==> config.mk <==
export PLATFORM = sky130hd
export DESIGN_NAME = team_06_volume_ramp
export DESIGN_NICKNAME = d
export VERILOG_FILES = /design/src/rtl/team_06_audio_pkg.sv /design/src/rtl/team_06_gain_ramp.sv /design/src/rtl/team_06_volume_ramp.sv
export SDC_FILE = /design/constraint.sdc
export NUM_CORES = 1
export LEC_CHECK = 0
export BUFFER_PORTS_ARGS = -buffer_cell sky130_fd_sc_hd__buf_2
export CAP_MARGIN = 20
export CORE_MARGIN = 5
export CORE_UTILIZATION = 40
export DETAILED_ROUTE_END_ITERATION = 6
export GPL_TIMING_DRIVEN = 1
export PLACE_DENSITY_LB_ADDON = 0.25
export SYNTH_ARGS = -nofsm -noshare
export SYNTH_HDL_FRONTEND = slang
export SYNTH_SLANG_ARGS = --single-unit
==> constraint.sdc <==
create_clock -name clk -period 10.15 [get_ports clk]
set_clock_uncertainty 0.2 [all_clocks]
set_input_delay 2.03 -clock clk [delete_from_list [all_inputs] [get_ports clk]]
set_output_delay 2.03 -clock clk [all_outputs]
set_load 0.01 [all_outputs]
==> src/rtl/team_06_audio_pkg.sv <==
// Shared audio definitions for the team_06 volume stage: the log volume
// table, the volume index type and an unsigned saturation helper.
package team_06_audio_pkg;

    typedef logic [3:0] vol_idx_t;

    // Log-spaced gain table. The gain has 4 fraction bits, so entry 16 is unity.
    localparam logic [7:0] VOL_LUT [16] = '{
        8'd0,   8'd4,   8'd7,   8'd11,  8'd16,  8'd23,  8'd32,  8'd45,
        8'd64,  8'd90,  8'd128, 8'd180, 8'd200, 8'd220, 8'd240, 8'd255
    };

    // Clamp an unsigned value to the largest number that fits in 'width' bits.
    function automatic logic [63:0] sat_u(input logic [63:0] value, input int unsigned width);
        logic [63:0] max_val;
        max_val = (64'd1 << width) - 64'd1;
        return (value > max_val) ? max_val : value;
    endfunction

endpackage

==> src/rtl/team_06_gain_ramp.sv <==
// Holds the applied gain and moves it toward the target once per accepted
// frame. With TEAM06_VOL_RAMP_EN defined the gain moves by at most RAMP_STEP
// per frame; otherwise it jumps straight to the target.
module team_06_gain_ramp #(
    parameter int GAIN_W    = 8,
    parameter int RAMP_STEP = 8
) (
    input  logic              clk,
    input  logic              rst,
    input  logic              step_en,
    input  logic [GAIN_W-1:0] target,
    output logic [GAIN_W-1:0] cur_gain
);

    if (RAMP_STEP < 1 || RAMP_STEP > (2 ** GAIN_W) - 1) begin : g_bad_step
        $error("RAMP_STEP must be within 1..2^GAIN_W-1");
    end

    logic [GAIN_W-1:0] next_gain;

`ifdef TEAM06_VOL_RAMP_EN
    localparam logic [GAIN_W-1:0] STEP = GAIN_W'(RAMP_STEP);

    // Bounded step toward the target; distances are compared before adding or
    // subtracting so the gain lands exactly on the target and never wraps.
    always_comb begin
        next_gain = cur_gain;
        if (cur_gain < target) begin
            if (target - cur_gain > STEP) next_gain = cur_gain + STEP;
            else                          next_gain = target;
        end else if (cur_gain > target) begin
            if (cur_gain - target > STEP) next_gain = cur_gain - STEP;
            else                          next_gain = target;
        end
    end
`else
    // Direct jump: the gain takes the target on the next accepted frame.
    always_comb begin
        next_gain = target;
    end
`endif

    // Gain register: only moves when a frame is accepted.
    always_ff @(posedge clk or posedge rst) begin
        if (rst)          cur_gain <= '0;
        else if (step_en) cur_gain <= next_gain;
    end

endmodule

==> src/rtl/team_06_volume_ramp.sv <==
// Multi-channel volume stage: each channel of an accepted frame is scaled by
// the shared gain, shifted by FRAC_W and saturated, behind a single-register
// valid/ready pipe. Macro TEAM06_VOL_RAMP_EN selects ramped gain changes
// (defined) or immediate gain changes (undefined).
module team_06_volume_ramp
    import team_06_audio_pkg::*;
#(
    parameter int DATA_W    = 8,
    parameter int CH        = 2,
    parameter int GAIN_W    = 8,
    parameter int FRAC_W    = 4,
    parameter int RAMP_STEP = 8
) (
    input  logic                 clk,
    input  logic                 rst,
    input  logic [3:0]           volume,
    input  logic                 enable,
    input  logic                 in_valid,
    output logic                 in_ready,
    input  logic [CH*DATA_W-1:0] in_data,
    output logic                 out_valid,
    input  logic                 out_ready,
    output logic [CH*DATA_W-1:0] out_data,
    output logic [GAIN_W-1:0]    cur_gain
);

    localparam int PROD_W = DATA_W + GAIN_W;

    if (GAIN_W < 8) begin : g_bad_gain_w
        $error("GAIN_W must be at least 8 to hold the volume table");
    end

    logic                 accept;
    logic [GAIN_W-1:0]    target;
    logic [CH*DATA_W-1:0] scaled;
    vol_idx_t             vol_idx;

    assign in_ready = !out_valid || out_ready;
    assign accept   = in_valid && in_ready;
    assign vol_idx  = volume;

    // Target gain from the log table, or zero when muted.
    always_comb begin
        target = '0;
        if (enable) target = GAIN_W'(VOL_LUT[vol_idx]);
    end

    team_06_gain_ramp #(
        .GAIN_W    (GAIN_W),
        .RAMP_STEP (RAMP_STEP)
    ) u_gain_ramp (
        .clk      (clk),
        .rst      (rst),
        .step_en  (accept),
        .target   (target),
        .cur_gain (cur_gain)
    );

    // Per-channel scale: full-width product, fixed-point shift, clamp.
    for (genvar gi = 0; gi < CH; gi++) begin : g_ch
        logic [PROD_W-1:0] product;
        logic [PROD_W-1:0] shifted;
        assign product = PROD_W'(in_data[gi*DATA_W +: DATA_W]) * PROD_W'(cur_gain);
        assign shifted = product >> FRAC_W;
        assign scaled[gi*DATA_W +: DATA_W] = DATA_W'(sat_u(64'(shifted), DATA_W));
    end

    // Output register: load on accept, drop valid once drained, hold on stall.
    always_ff @(posedge clk or posedge rst) begin
        if (rst) begin
            out_valid <= 1'b0;
            out_data  <= '0;
        end else if (accept) begin
            out_valid <= 1'b1;
            out_data  <= scaled;
        end else if (out_ready) begin
            out_valid <= 1'b0;
        end
    end

endmodule

Word-level counts from Yosys, hierarchy flattened
Memories as Yosys holds them, arrays and structs flattened. Cells that the tools add are included.

Multiply operators: 2. Magnitude comparators: 3. Multiplexer cells: 7. Bitwise gates (word level): 1. Reductions and logical operators: 4.

Operators with widths (count): 8-bit two-way mux (5); 8-bit by 8-bit multiplier with 16-bit output (2); 12-bit by 8-bit > comparator with 1-bit output (second input constant) (2); 5-bit greater-or-equal comparator (second input constant) (1); 4-bit NOT with 5-bit output (1); 1-bit two-way mux (2); 2-bit nonzero test (1); 1-bit logical AND (1); 1-bit logical NOT (1); 1-bit logical OR (1).

Register bits: 25. Memory bits (read-only): 128. Input bits: 25. Output and inout port bits: 26. Memories: 1.

Memory list: (no name shown) (depth 16, width 8, read ports 1, clocked after memory_dff 0, wr ports 0, RTL line team_06_volume_ramp.sv:45) `if (enable) target = GAIN_W'(VOL_LUT[vol_idx]);`.

Longest topological paths before layout
Gate-level depths: netlist (run 1).

Word-level depth: 5. Gate-level depth with buffers: 16.

Hierarchy
A second synthesis (run 1) with hierarchy kept.

Cell total of the unflattened synthesis: 605. Area total of the unflattened synthesis: 5416.4 µm².

By module, submodules not included: team_06_volume_ramp (times used 1, cells each 587, area each 5081.1 µm², seq. area each 425.4 µm²); team_06_gain_ramp (times used 1, cells each 18, area each 335.3 µm², seq. area each 200.2 µm²).

Worst setup path after synthesis (run 1)
OpenSTA, ideal clock, no wires.

Path kind: input-to-reg. Start point: input in_data[0]. End point: register out_data[1]. Setup time: 0.134 ns. Data arrival time: 5.996 ns. Data required time: 9.816 ns. Setup slack: 3.820 ns. Cell stages on the path: 15. Buffers on the path: 0. Path through: nand2_1 -> fa_1 -> fa_1 -> inv_1 -> fa_1 -> inv_1 -> fa_1 -> inv_1 -> ha_1 -> a21o_1 -> a221oi_2 -> a211oi_1 -> or3_4 -> a22oi_4 -> a31oi_1.

Word-level cells in the longest chain between the ends: 3.

Ends and longest elaborated chain: from (decl) (RTL line team_06_volume_ramp.sv:20) `input logic [CH*DATA_W-1:0] in_data,`; 8-bit by 8-bit multiplier with 16-bit output * (RTL line team_06_volume_ramp.sv:63) `assign product = PROD_W'(in_data[gi*DATA_W +: DATA_W]) * PROD_W'(cur_gain);`; 12-bit by 8-bit > comparator with 1-bit output (RTL line team_06_audio_pkg.sv:17) `return (value > max_val) ? max_val : value;`; 8-bit two-way mux * (RTL line team_06_audio_pkg.sv:17); to (signal assigned) (RTL line team_06_volume_ramp.sv:75) `out_data <= scaled;`; to (decl) (RTL line team_06_volume_ramp.sv:23) `output logic [CH*DATA_W-1:0] out_data,`.

Mark *: on every way between the ends. The rest lies on a longest branch, timed or not. A chain may end at the register's enable or synchronous reset.

Worst setup path in the final report (run 1)
Start point: input in_data[8]. End point: register out_data[9].

Same word-level chain as after synthesis.

==> impl_metrics.env, run 1 <==
export IMPL_outcome="complete, no violations"
export IMPL_cts_clk_slew_worst_paths_ps=60
export IMPL_clock_path_buffers=2
export IMPL_multi_input_area_mm2=0.004268
export IMPL_grt_max_degree=26
export IMPL_fmax_mhz=152.5
export IMPL_ys_types=44
export IMPL_hp_class="flip-flop to flip-flop"
export IMPL_grtUsageTotal=0.1582
export IMPL_die_y_um=125.4
export IMPL_ant_nets=0
export IMPL_crit_path_end_kind="flip-flop"
export IMPL_die_area_mm2=0.01573
export IMPL_yosysWarnings=0
export IMPL_nets=826
export IMPL_cts_tree="done"
export IMPL_p_leak_nw=3.127
export IMPL_tightestPinTransition_ps=675.1
export IMPL_synth_nets=781
export IMPL_wl_per_cell_um=14.61
export IMPL_cts_sinks=25
export IMPL_met2_usage=0.2476
export IMPL_synth_top_cells_by_count="104 x inv_1, 98 x and2_1, 72 x fa_1, 70 x ha_1, 49 x nand2_1"
export IMPL_initial_utilization=0.4056
export IMPL_period_share=0.6459
export IMPL_first_global_vias=4325
export IMPL_top_usage_layer="met2"
export IMPL_cp_max_fo=8
export IMPL_critPathKind="input port to flip-flop"
export IMPL_synth_seq_cells=25
export IMPL_final_core_util=0.4468
export IMPL_fillers=1353
export IMPL_crit_path_end="out_data[9]"
export IMPL_core_area_mm2=0.01314
export IMPL_rr_startpoint="u_gain_ramp.cur_gain[7]"
export IMPL_path_cells="buf_2 -> nand2_1 -> fa_1 -> fa_1 -> inv_1 -> fa_1 -> inv_1 -> fa_1 -> inv_1 -> ha_1 -> a21oi_1 -> o21ai_0 -> a21o_1 -> a21oi_1 -> mux2i_1 -> a31oi_1"
export IMPL_root_buffer="clkbuf_16"
export IMPL_cp_data_arrival_time_ps=6460
export IMPL_wl_um=12190
export IMPL_drv_cap=0
export IMPL_antenna_found_initial=0
export IMPL_final_hold_viol_count=0
export IMPL_setup_viol=0
export IMPL_diodes=0
export IMPL_vdd_drop_max_uv=84.56
export IMPL_die_w_um=125.4
export IMPL_syn_area_mm2=0.005329
export IMPL_yosysMostFrequentCell="inv_1"
export IMPL_ys_seq_area_frac=0.1174
export IMPL_drt_vias_per_instance=5.095
export IMPL_cts_buffers_inserted=3
export IMPL_netlist_top_cells_area="fa_1 27%, ha_1 16%, dfrtp_1 12%, and2_1 12%, inv_1 7.3%"
export IMPL_rsz0062_at_grt="no"
export IMPL_synth_top_area_cell="fa_1"
export IMPL_hold_slack_ps=347.3
export IMPL_drc=0
export IMPL_r2r_cells=15
export IMPL_setup_tns_ps=0
export IMPL_powerDensity_mw_per_mm2=121.3
export IMPL_start_kind="input port"
export IMPL_r2r_slack_ps=4660
export IMPL_rows=42
export IMPL_startpoint="in_data[8]"
export IMPL_ys_async_sr_fraction=1.000
export IMPL_gr_usage_met3=0.009808
export IMPL_hold_buffers=0
export IMPL_seq_area_um2=625.6
export IMPL_finalMaxSlewViolations=0
export IMPL_layout_min_cycle_time_ps=6556
export IMPL_drt_pass1_iter_count=4
export IMPL_relSlewSlack=0.5371
export IMPL_post_cts_resized=0
export IMPL_num_io_pins=51
export IMPL_drt_iter0_drc=201
export IMPL_synth_top_flop_cell="dfrtp_1"
export IMPL_layout_drive_gt1_share=0.09726
export IMPL_grt_pass1_wl_um=21070
export IMPL_synth_top_cell_area_share=0.2705
export IMPL_rr_endpoint="out_data[9]"
export IMPL_cpPeakStageDelay_ps=610
export IMPL_overflow=0
export IMPL_port_buffer_count=50
export IMPL_avgSynthCellArea_um2=8.679
export IMPL_h_tree_depth=1
export IMPL_synth_edf_count=0
export IMPL_synthCells=614
export IMPL_gp_routability_congestion=0.8832
export IMPL_grt_util_met1=0.2426
export IMPL_crit_required_ps=10060
export IMPL_post_cts_buffers=0
export IMPL_dp_hpwl_um=9906
export IMPL_area_growth_pct=10.14
export IMPL_via_count=4249
export IMPL_worstSkewPairLatency_ps=260
export IMPL_cp_common_cell="fa_1"
export IMPL_slowest_stage="mux2i_1"
[layer usage]
layer,share of wire,routed length (um),vias up
li1,-,-,2071
met1,0.50,6104,2086
met3,0.036,442,9
met5,0,0,-
met2,0.45,5495,83
met4,0.012,145,0
[sequential cells by signal, summed over array words and instances (netlist names)]
register,flops
out_valid,1
u_gain_ramp.cur_gain,8
out_data,16
[logic make-up after synthesis]
group	share of synthesized area
flip-flops	0.1174
AND/OR/NAND/NOR	0.2083
buffers and inverters	0.08171
adder cells (fa/ha/maj)	0.4348
XOR/XNOR	0.02794
AO/OA/AOI/OAI	0.1223
multiplexers	0.007514
[worst min-delay path by stage]
stage | from | end | slack [ps] | depth (start not counted)
finish | out_data[10] | out_data[10] | 350 | 2
global route | out_data[10] | out_data[10] | 380 | 2
detailed placement | out_data[10] | out_data[10] | 340 | 2
global placement | out_valid | out_valid | 320 | 2
floorplan | out_data[0] | out_data[0] | 380 | 2
CTS | out_data[10] | out_data[10] | 350 | 2
[per-stage QoR]
| step | cells | instance area [um2] | power (mW) | worst slack [ps] |
|---|---|---|---|---|
| after floorplan | 614 | 5329 | 0.4874 | 3820 |
| after global placement | 829 | 5762 | 0.6185 | 3375 |
| after detailed placement | 829 | 5762 | 0.6257 | 3323 |
| after CTS | 833 | 5842 | 0.7210 | 3592 |
| after global routing | 834 | 5869 | 0.7951 | 3277 |
| final | 834 | 5869 | 0.7117 | 3594 |
[cell usage in the layout, fill, tap and decap left out, types with 2 or more instances in the layout]
cell	n
xnor2_1	11
fa_1	72
nand2_1	49
nand4_1	6
a21o_1	9
a31oi_1	19
a21oi_1	24
and4_1	2
mux2i_1	4
nand2b_1	6
a211oi_1	7
a21boi_0	2
and2_1	98
xor2_1	6
inv_1	104
buf_2	50
ha_1	70
nor2_1	34
o21ai_0	23
o21bai_1	2
clkbuf_16	3
nand3_1	7
o211ai_1	2
dfrtp_1	25
[cell type report]
| class | count | area share |
|---|---|---|
| sequential | 25 | 0.1066 |
| clock buffer | 3 | 0.01279 |
| timing repair buffer | 52 | 0.04860 |
| inverter | 104 | 0.06651 |
| multi-input combinational | 473 | 0.7271 |
| tap | 176 | 0.03752 |
| clock inverter | 1 | 0.0008527 |
[where the power goes]
group | switching (mW) | internal [mW]
Sequential | 0.0353 | 0.132
Combinational | 0.268 | 0.189
Clock | 0.0343 | 0.0531
[critical path: cells and delay by family]
kind            cells  cell delay (ps)
compound gates      5              900
fa+ha+maj           5             2510
mux                 1              610
simple gates        1              100
buf+inv             4              320
No activity file was read; power rests on OpenSTA's default activity.
==> inputs of run 2 (changes only) <==
--- a/config.mk
+++ b/config.mk
@@ -5,6 +5,7 @@
 export SDC_FILE = /design/constraint.sdc
 export NUM_CORES = 1
 export LEC_CHECK = 0
+export ABC_AREA = 1
 export BUFFER_PORTS_ARGS = -buffer_cell sky130_fd_sc_hd__buf_2
 export CAP_MARGIN = 20
 export CORE_MARGIN = 5
==> constraint.sdc (replaced) <==
create_clock -name clk -period 6.3 [get_ports clk]
set_clock_uncertainty 0.2 [all_clocks]
set_input_delay 1.26 -clock clk [delete_from_list [all_inputs] [get_ports clk]]
set_output_delay 1.26 -clock clk [all_outputs]
set_load 0.01 [all_outputs]
==> impl_metrics.env, run 2 <==
export IMPL_outcome="complete, no violations"
export IMPL_netlist_top_cells_area="fa_1 24%, inv_1 17%, nand2_1 17%, ha_1 15%, dfrtp_1 10%"
export IMPL_h_tree_depth=1
export IMPL_drc=0
export IMPL_post_cts_buffers=0
export IMPL_cp_common_cell="nand2_1"
export IMPL_dp_cells=1115
export IMPL_worstSkewPairLatency_ps=260
export IMPL_synthCells=907
export IMPL_gp_routability_congestion=0.8802
export IMPL_startpoint="in_data[0]"
export IMPL_overflow=0
export IMPL_via_count=5146
export IMPL_avgSynthCellArea_um2=6.657
export IMPL_drt_iter0_drc=313
export IMPL_fillers=1634
export IMPL_yosysWarnings=0
export IMPL_crit_family="adder cells"
export IMPL_worst_path_stages=22
export IMPL_rr_startpoint="u_gain_ramp.cur_gain[7]"
export IMPL_synth_top_cells_by_count="281 x inv_1, 274 x nand2_1, 72 x fa_1, 70 x ha_1, 38 x nand3_1"
export IMPL_layout_drive_gt1_share=0.09120
export IMPL_nets=1100
export IMPL_setup_tns_ps=0
export IMPL_clock_path_buffers=2
export IMPL_power_total_mw=1.358
export IMPL_yosysMostFrequentCell="inv_1"
export IMPL_die_y_um=132.9
export IMPL_grtUsageTotal=0.1660
export IMPL_synth_edf_count=0
export IMPL_largest_reg_flops=16
export IMPL_cp_data_arrival_time_ps=5240
export IMPL_drt_vias_per_instance=4.595
export IMPL_cpPeakStageDelay_ps=540
export IMPL_antenna_found_initial=0
export IMPL_finalMaxSlewViolations=0
export IMPL_multi_input_area_mm2=0.004240
export IMPL_dp_hpwl_um=11490
export IMPL_ant_nets=0
export IMPL_rows=45
export IMPL_synth_top_flop_cell="dfrtp_1"
export IMPL_largest_register="out_data"
export IMPL_die_area_mm2=0.01765
export IMPL_crit_path_end_kind="flip-flop"
export IMPL_ys_async_sr_fraction=1.000
export IMPL_holdPathStages=2
export IMPL_synth_top_cell_area_share=0.2387
export IMPL_largestRegisters="out_data: 16 flops, u_gain_ramp.cur_gain: 8 flops, out_valid: 1 flops"
export IMPL_path_cells="buf_2 -> nand2_1 -> fa_1 -> fa_1 -> inv_1 -> fa_1 -> inv_1 -> fa_1 -> inv_1 -> ha_1 -> nand2_1 -> nand2_1 -> nand2_1 -> nand2_1 -> a21oi_1 -> nand2_1 -> nand2_1 -> nand2_2 -> nor2_8 -> nand3_1 -> nand2_1 -> inv_1"
export IMPL_slowest_stage="fa_1"
export IMPL_cp_max_fo=8
export IMPL_layout_commonest_cell="inv_1"
export IMPL_powerDensity_mw_per_mm2=208.4
export IMPL_cts_buffers_inserted=3
export IMPL_wl_um=13790
export IMPL_die_w_um=132.9
export IMPL_hold_buffers=0
export IMPL_tightestPinTransition_ps=837.2
export IMPL_most_common_layout_cells="281 x inv_1, 274 x nand2_1, 72 x fa_1"
export IMPL_start_kind="input port"
export IMPL_grt_max_degree=26
export IMPL_final_hold_viol_count=0
export IMPL_seq_area_um2=625.6
export IMPL_cts_clk_slew_worst_paths_ps=60
export IMPL_r2r_cells=21
export IMPL_instances_no_fill=1120
export IMPL_vdd_drop_max_uv=113.8
export IMPL_drv_cap=0
export IMPL_first_global_vias=5400
export IMPL_critPathBufInv=5
export IMPL_synth_nets=1074
export IMPL_setup_viol=0
export IMPL_p_leak_nw=4.485
export IMPL_synth_seq_cells=25
export IMPL_fmax_mhz=189.3
export IMPL_ys_seq_area_frac=0.1036
export IMPL_grt_pass1_wl_um=24540
export IMPL_layout_min_cycle_time_ps=5283
export IMPL_port_buffer_count=50
export IMPL_cts_sinks=25
export IMPL_critPathKind="input port to flip-flop"
export IMPL_relSlewSlack=0.4419
export IMPL_period_share=0.8386
export IMPL_initial_utilization=0.4032
export IMPL_synth_top_area_cell="fa_1"
export IMPL_drt_pass1_iter_count=5
export IMPL_crit_required_ps=6260
export IMPL_area_growth_pct=7.874
export IMPL_syn_area_mm2=0.006038
export IMPL_post_cts_resized=0
export IMPL_cts_tree="done"
export IMPL_ys_types=30
export IMPL_num_io_pins=51
export IMPL_root_buffer="clkbuf_16"
export IMPL_hp_class="flip-flop to flip-flop"
export IMPL_wl_per_cell_um=12.31
export IMPL_diodes=0
export IMPL_min_delay_start="out_valid"
export IMPL_core_area_mm2=0.01498
export IMPL_rsz0062_at_grt="no"
run 2: worst min-delay path: stages, from the launching register on:
cell and delay [ps]:
dfrtp_1 340, nand2_1 80, nand2_1 70
run 2: where the power goes:
group          internal [mW]  leakage (nW)  switching (mW)  total (mW)
combinational          0.365          4.16           0.577       0.942
sequential             0.213         0.284          0.0613       0.274
clock                 0.0855        0.0409          0.0561       0.142
total                  0.664          4.49           0.694        1.36
run 2: routing by layer:
layer,GRT usage,vias up,share of wire,routed length [um]
li1,-,2634,-,-
met1,0.1945,2441,0.42,5855
met2,0.3335,56,0.54,7491
met3,0.01103,15,0.018,255
met4,0.02367,0,0.013,185
met5,0,-,0,0
run 2: cells by family (layout without fill, tap and decap cells):
family	count (synthesis)	after routing	share of synthesized area
flops	25	25	0.1036
xor+xnor	10	10	0.01451
compound gates	35	35	0.03357
buf+inv	311	336	0.1942
simple gates	384	384	0.2704
fa+ha+maj	142	142	0.3838
run 2: layout make-up:
type,instances,area share
Timing Repair Buffer,51,0.04264
Multi-Input combinational cell,571,0.6510
Sequential cell,25,0.09604
Inverter,281,0.1619
Clock buffer,3,0.01153
Clock inverter,1,0.0007683
Tap cell,188,0.03611
run 2: final timing paths:
kind                       slack, ps           end
setup / recovery                1020   out_data[4]
hold / removal                   320     out_valid
setup reg to reg                1200   out_data[4]
hold reg to reg                  320     out_valid
max in group asynchronous       4770  out_data[12]
min in group asynchronous        730   out_data[3]
run 2: through the flow:
stage | area, um2 | util | hold WS [ps] | worst slack, ps
after floorplan | 6038 | - | 389.9 | 1041
after global placement | 6406 | 0.4277 | 306.4 | 736.8
after detailed placement | 6406 | 0.4277 | 304.4 | 706.6
after CTS | 6486 | 0.4331 | 322.0 | 975.1
after global routing | 6514 | 0.4349 | 364.1 | 688.5
final | 6514 | 0.4349 | 317.2 | 1017
